--- src/rtl/beam_summer.sv ---
`default_nettype none
// ============================================================================
// Module   : beam_summer
// Purpose  : Four-channel AXI-Stream beam combiner. Joins four sample streams
//            (channels 00, 01, 20, 21), adds them per sample through a 2-stage
//            skid-free pipeline and emits one combined stream.
//            Stage 1 : pairwise sums a = s00+s01, b = s20+s21 (W+1 bits).
//            Stage 2 : a+b (W+2 bits) reduced back to W bits.
// Config   : BEAM_SUMMER_SAT_EN defined   -> reduction saturates to signed W.
//            BEAM_SUMMER_SAT_EN undefined -> reduction is floor(sum/4), the
//                                            four-channel average.
// Ports    : clock, reset (sync, active high)
//            sXX_axis_{tdata,tvalid,tlast} in / sXX_axis_tready out, XX in
//            {00,01,20,21}; m_axis_{tdata,tvalid,tlast} out / m_axis_tready
//            in; frame_count (completed output frames, wraps); tlast_err
//            (sticky: accepted beat whose four tlast bits disagreed).
// Revision : 1.0 - initial release
// ============================================================================
module beam_summer #(
    parameter int SDATA_WIDTH  = 128,
    parameter int SAMPLE_WIDTH = 8
) (
    input  logic                   clock,
    input  logic                   reset,
    input  logic [SDATA_WIDTH-1:0] s00_axis_tdata,
    input  logic                   s00_axis_tvalid,
    input  logic                   s00_axis_tlast,
    output logic                   s00_axis_tready,
    input  logic [SDATA_WIDTH-1:0] s01_axis_tdata,
    input  logic                   s01_axis_tvalid,
    input  logic                   s01_axis_tlast,
    output logic                   s01_axis_tready,
    input  logic [SDATA_WIDTH-1:0] s20_axis_tdata,
    input  logic                   s20_axis_tvalid,
    input  logic                   s20_axis_tlast,
    output logic                   s20_axis_tready,
    input  logic [SDATA_WIDTH-1:0] s21_axis_tdata,
    input  logic                   s21_axis_tvalid,
    input  logic                   s21_axis_tlast,
    output logic                   s21_axis_tready,
    output logic [SDATA_WIDTH-1:0] m_axis_tdata,
    output logic                   m_axis_tvalid,
    input  logic                   m_axis_tready,
    output logic                   m_axis_tlast,
    output logic [15:0]            frame_count,
    output logic                   tlast_err
);

    localparam int c_N_SAMPLES = SDATA_WIDTH / SAMPLE_WIDTH;
    localparam int c_AW        = SAMPLE_WIDTH + 1;   // pairwise sum width
    localparam int c_SW        = SAMPLE_WIDTH + 2;   // four-way sum width

    logic                          r_v1;
    logic                          r_v2;
    logic [c_N_SAMPLES*c_AW-1:0]   r_a;
    logic [c_N_SAMPLES*c_AW-1:0]   r_b;
    logic                          r_tlast1;
    logic [SDATA_WIDTH-1:0]        r_data2;
    logic                          r_tlast2;
    logic [15:0]                   r_frame_count;
    logic                          r_tlast_err;

    logic                          w_all_valid;
    logic                          w_s1_ready;
    logic                          w_s2_ready;
    logic                          w_accept;
    logic [3:0]                    w_lasts;
    logic                          w_lane_mismatch;
    logic [c_N_SAMPLES*c_AW-1:0]   w_a_all;
    logic [c_N_SAMPLES*c_AW-1:0]   w_b_all;
    logic [SDATA_WIDTH-1:0]        w_red_all;

    // Join: nothing is consumed unless every channel offers a beat, and never
    // while reset is held.
    assign w_all_valid = s00_axis_tvalid & s01_axis_tvalid
                       & s20_axis_tvalid & s21_axis_tvalid;
    assign w_s2_ready  = ~r_v2 | m_axis_tready;
    assign w_s1_ready  = ~r_v1 | w_s2_ready;
    assign w_accept    = w_all_valid & w_s1_ready & ~reset;

    assign s00_axis_tready = w_accept;
    assign s01_axis_tready = w_accept;
    assign s20_axis_tready = w_accept;
    assign s21_axis_tready = w_accept;

    assign w_lasts         = {s00_axis_tlast, s01_axis_tlast, s20_axis_tlast, s21_axis_tlast};
    assign w_lane_mismatch = ~((&w_lasts) | ~(|w_lasts));

    for (genvar k = 0; k < c_N_SAMPLES; k++) begin : g_sample
        logic [SAMPLE_WIDTH-1:0] w_x00, w_x01, w_x20, w_x21;
        logic [c_AW-1:0]         w_ak, w_bk;

        assign w_x00 = s00_axis_tdata[k*SAMPLE_WIDTH +: SAMPLE_WIDTH];
        assign w_x01 = s01_axis_tdata[k*SAMPLE_WIDTH +: SAMPLE_WIDTH];
        assign w_x20 = s20_axis_tdata[k*SAMPLE_WIDTH +: SAMPLE_WIDTH];
        assign w_x21 = s21_axis_tdata[k*SAMPLE_WIDTH +: SAMPLE_WIDTH];

        // Sign-extend by one bit before adding so the pairwise sum never wraps.
        assign w_a_all[k*c_AW +: c_AW] = {w_x00[SAMPLE_WIDTH-1], w_x00} + {w_x01[SAMPLE_WIDTH-1], w_x01};
        assign w_b_all[k*c_AW +: c_AW] = {w_x20[SAMPLE_WIDTH-1], w_x20} + {w_x21[SAMPLE_WIDTH-1], w_x21};

        assign w_ak = r_a[k*c_AW +: c_AW];
        assign w_bk = r_b[k*c_AW +: c_AW];

`ifdef BEAM_SUMMER_SAT_EN
        logic [c_SW-1:0] w_sum;
        logic            w_ovf;

        assign w_sum = {w_ak[c_AW-1], w_ak} + {w_bk[c_AW-1], w_bk};
        // The sum fits in SAMPLE_WIDTH bits only when every bit from the
        // target sign position upward is a copy of the sign.
        assign w_ovf = ~((&w_sum[c_SW-1:SAMPLE_WIDTH-1]) | ~(|w_sum[c_SW-1:SAMPLE_WIDTH-1]));
        assign w_red_all[k*SAMPLE_WIDTH +: SAMPLE_WIDTH] =
            !w_ovf        ? w_sum[SAMPLE_WIDTH-1:0] :
            w_sum[c_SW-1] ? {1'b1, {(SAMPLE_WIDTH-1){1'b0}}} :
                            {1'b0, {(SAMPLE_WIDTH-1){1'b1}}};
`else
        // Arithmetic shift of the full-width signed sum gives floor(sum/4).
        assign w_red_all[k*SAMPLE_WIDTH +: SAMPLE_WIDTH] =
            SAMPLE_WIDTH'(($signed({w_ak[c_AW-1], w_ak}) + $signed({w_bk[c_AW-1], w_bk})) >>> 2);
`endif
    end

    always_ff @(posedge clock) begin
        if (reset) begin
            r_v1          <= 1'b0;
            r_v2          <= 1'b0;
            r_a           <= '0;
            r_b           <= '0;
            r_tlast1      <= 1'b0;
            r_data2       <= '0;
            r_tlast2      <= 1'b0;
            r_frame_count <= 16'd0;
            r_tlast_err   <= 1'b0;
        end else begin
            // A stage that is free to move either refills or empties.
            if (w_s1_ready) begin
                r_v1 <= w_accept;
                if (w_accept) begin
                    r_a      <= w_a_all;
                    r_b      <= w_b_all;
                    r_tlast1 <= s00_axis_tlast;
                end
            end
            if (w_s2_ready) begin
                r_v2 <= r_v1;
                if (r_v1) begin
                    r_data2  <= w_red_all;
                    r_tlast2 <= r_tlast1;
                end
            end
            if (r_v2 && m_axis_tready && r_tlast2) begin
                r_frame_count <= r_frame_count + 16'd1;
            end
            if (w_accept && w_lane_mismatch) begin
                r_tlast_err <= 1'b1;
            end
        end
    end

    assign m_axis_tdata  = r_data2;
    assign m_axis_tvalid = r_v2;
    assign m_axis_tlast  = r_tlast2;
    assign frame_count   = r_frame_count;
    assign tlast_err     = r_tlast_err;

endmodule
`default_nettype wire

--- config.mk ---
export PLATFORM = sky130hd
export DESIGN_NAME = beam_summer
export DESIGN_NICKNAME = d
export VERILOG_FILES = /design/src/rtl/beam_summer.sv
export SDC_FILE = /design/constraint.sdc
export NUM_CORES = 1
export LEC_CHECK = 0
export CORE_AREA = 2 2 265 267
export CTS_BUF_LIST = sky130_fd_sc_hd__clkbuf_4 sky130_fd_sc_hd__clkbuf_8
export CTS_CLUSTER_DIAMETER = 150
export DETAILED_ROUTE_END_ITERATION = 12
export DIE_AREA = 0 0 267 269
export MAX_ROUTING_LAYER = met4
export PLACE_DENSITY = 0.74
export SLEW_MARGIN = 20
export SYNTH_ARGS = -nofsm -noshare
export SYNTH_HDL_FRONTEND = slang
export SYNTH_SLANG_ARGS = --single-unit
--- constraint.sdc ---
create_clock -name clock -period 2.87 [get_ports clock]
set_input_delay 0.287 -clock clock [delete_from_list [all_inputs] [get_ports clock]]
set_output_delay 0.287 -clock clock [all_outputs]
set_load 0.005 [all_outputs]
==> results.json <==
{
  "htree_levels": 3,
  "cp-startpoint": "r_v1$_SDFFE_PP0P_",
  "dp_hpwl_mm": 70.75,
  "critPathCaptureType": "primary output",
  "cp_top_family": "buffers and inverters",
  "layout_min_cycle_time_ns": 2.710,
  "irDropWorstVdd_mv": 0.1926,
  "areaGrowthSynthToFinish_pct": 33.21,
  "cp.depth": 4,
  "wl_per_cell_um": 17.88,
  "rows": 97,
  "cts_root_buf": "clkbuf_8",
  "synth.distinct_cells": 61,
  "drv_cap": 0,
  "min_path_type": "in -> reg",
  "worst_pin_slew_ns": 0.9781,
  "drc": 0,
  "synth_seq_area_share_pct": 30.59,
  "synth_seq_cells": 437,
  "start_util_pct": 41.27,
  "yosys_warnings": 0,
  "routed_wl_mm": 89.80,
  "syn_avg_cell_area_um2": 8.485,
  "slew_viol_final": 0,
  "cts.sinks": 437,
  "worstPathCellList": "and3b_1 -> or3_4 -> inv_8 -> clkdlybuf4s50_1",
  "routed_via_density": 5.397,
  "final_nets": 4950,
  "synth_enable_flop_cells": 0,
  "synthFlopType": "dfxtp_1",
  "ys_top_cells_by_area": "dfxtp_1 (31%), ha_1 (17%), a21oi_1 (6.7%)",
  "regToRegStartpoint": "r_v1$_SDFFE_PP0P_",
  "timing.rr.end": "r_a[62]$_SDFFE_PP0P_",
  "min_from": "s01_axis_tlast",
  "setup_viol": 0,
  "first_pass_iters": 5,
  "register_area_mm2": 0.008748,
  "cp_max_fo": 11,
  "cts_buffers": 76,
  "p_leak_nw": 15.49,
  "dieArea_mm2": 0.07182,
  "grt_pass1_wl_mm": 137.1,
  "pwr_density_cell_mw_per_mm2": 421.0,
  "finalHoldViolCount": 0,
  "overflow": 0,
  "dieWidth_um": 267,
  "core_area_mm2": 0.06930,
  "grt_pass1_vias": 25790,
  "critPathSlowestCell": "clkdlybuf4s50_1",
  "required_ns": 2.58,
  "clock_latency_ns": 0.63,
  "synth_area_leader_cell": "dfxtp_1",
  "portBuffers": 673,
  "num_vias": 27110,
  "multiInputGateArea_mm2": 0.01897,
  "fillerInstances": 6307,
  "fin_ws_ns": 0.1601,
  "fp.dieH_um": 269,
  "path_class": "reg -> out",
  "fin_worst_skew_ns": 0.03371,
  "startpoint_type": "flop",
  "ff2ff_path_depth": 5,
  "cts_buffer_depth": 3,
  "track_usage_pct": 24.78,
  "ant_nets": 0,
  "critPathArrivalTime_ns": 2.42,
  "r2r_setup_slack_ns": 0.51,
  "antenna_found_initial": 14,
  "post_cts_buffers": 0,
  "syn_nets": 4311,
  "layout-drive-gt1-share_pct": 4.423,
  "drt_iter0_markers": 1595,
  "cts_tree": "built",
  "pre_cts_slack_ns": 0.2469,
  "grt_max_degree": 199,
  "cp-endpoint": "s21_axis_tready",
  "max_stage_delay_ns": 0.55,
  "period_share_pct": 94.42,
  "crit_buf_inv": 2,
  "synth_area_mm2": 0.02860,
  "rsz0062_at_grt": "false",
  "maxSlewHeadroom_pct": 34.79,
  "async_flop_share_pct": 0,
  "syn_inst": 3371,
  "fmax_mhz": 369.0,
  "gp_congestion": 0.9537,
  "yosys.area.top_type_share_pct": 30.59,
  "io_pins": 674,
  "outcome": "complete, no violations",
  "path_clk_slew_ns": 0.06,
  "fin_setup_tns_ns": 0
}
## flip-flops by register name, indices dropped and copies added (netlist names)
name and flops:
frame_count 16, r_tlast1 1, r_v1 1, m_axis_tlast 1
r_b 144, tlast_err 1, r_a 144, m_axis_tvalid 1
m_axis_tdata 128
## power breakdown
part           switching [W]  total (W)  internal [W]
Combinational        0.00164    0.00339       0.00175
Sequential         0.0000702    0.00624       0.00617
Clock                0.00261    0.00641       0.00380
Total                0.00432     0.0160        0.0117
## cell usage in the layout, fill, tap and decap left out, types with 14 or more instances in the layout
cell type	instances
inv_1	77
or4_1	18
buf_4	15
o211ai_1	38
and3_1	40
ha_1	385
a21oi_1	385
xor2_1	115
o21ai_1	14
nand2b_1	52
o21a_1	18
nand4_1	26
a211o_1	21
xnor2_1	140
a21o_1	94
o31ai_1	29
a31oi_1	88
a211oi_1	103
a32o_1	14
o21ai_0	266
clkdlybuf4s50_1	672
clkbuf_4	25
nor2_1	105
o21bai_1	53
nor2b_1	24
dfxtp_1	437
nand2_1	381
fa_1	32
o311ai_0	19
clkbuf_8	97
nand3_1	157
## synthesized netlist by cell type, types with 52 or more instances
cell type and instances:
xnor2_1 140, dfxtp_1 437, clkbuf_1 96, a21oi_1 385, a211oi_1 103, a31oi_1 88
nand2b_1 52, nand3_1 158, a21o_1 94, xor2_1 115, nor2_1 107, inv_1 78
ha_1 385, o21bai_1 53, o21ai_0 266, nand2_1 382
## worst reg2reg max path: stages, from the launching register on
cell and delay [ns]:
dfxtp_1 0.38, and3b_1 0.23, or3_4 0.44, buf_12 0.22, or4_1 0.92, o21ai_1 0.12
## what timing repair did
item | CTS | global route
gates resized for setup | 0 | 0
endpoints found under the setup margin | 0 | 0
hold endpoints to repair | 11 | 0
hold buffers | 1 | 0
## per-layer routing
layer  up-vias  GRT usage [%]  part of all wire, %
li1      13690              -                    -
met1     12530          29.06                   42
met2       708          40.27                   47
met3       187          6.731                  7.4
met4         0          9.945                  4.0
met5         -              -                    0
## kinds of logic (layout without fill, tap and decap cells)
group	Yosys count	after routing	share of synthesized area (%)
AO/OA/AOI/OAI	1168	1168	24.84
AND/OR/NAND/NOR	872	872	14.39
other	0	13	0
flip-flops	437	437	30.59
adder cells (fa/ha/maj)	417	417	19.08
buffers and inverters	220	919	3.215
multiplexers	2	2	0.07436
XOR/XNOR	255	255	7.808
## how the worst min path moves through the flow
| stage | end | slack, ns | cells after the start |
|---|---|---|---|
| global route | r_tlast1$_SDFFE_PP0P_ | 0.31 | 3 |
| detailed placement | m_axis_tdata[6]$_SDFFE_PP0P_ | 0.44 | 2 |
| CTS | tlast_err$_SDFFE_PP0P_ | 0.27 | 4 |
| global placement | m_axis_tdata[54]$_SDFFE_PP0P_ | 0.43 | 2 |
| floorplan | r_tlast1$_SDFFE_PP0P_ | 0.42 | 2 |
| finish | tlast_err$_SDFFE_PP0P_ | 0.35 | 4 |
## through the flow
step / total power [W] / util, % / cell area, µm² / cells / hold WS, ns
floorplan: 0.008332 / - / 28600 / 3371 / 0.4230
global placement: 0.009710 / 52.41 / 36320 / 4871 / 0.4331
detailed placement: 0.009731 / 52.41 / 36320 / 4871 / 0.4432
CTS: 0.01617 / 54.93 / 38070 / 5010 / 0.2709
global route: 0.01683 / 54.97 / 38100 / 5022 / 0.3096
finish: 0.01604 / 54.98 / 38100 / 5023 / 0.3477
## layout make-up
class / count / share of cell area (%)
antenna: 13 / 0.08538
inverter: 79 / 0.8111
multi-input combinational: 2714 / 49.79
clock buffer: 121 / 3.960
tap: 940 / 3.087
timing repair buffer: 702 / 18.70
clock inverter: 17 / 0.6042
sequential: 437 / 22.96
No activity file was read; power rests on OpenSTA's default activity.
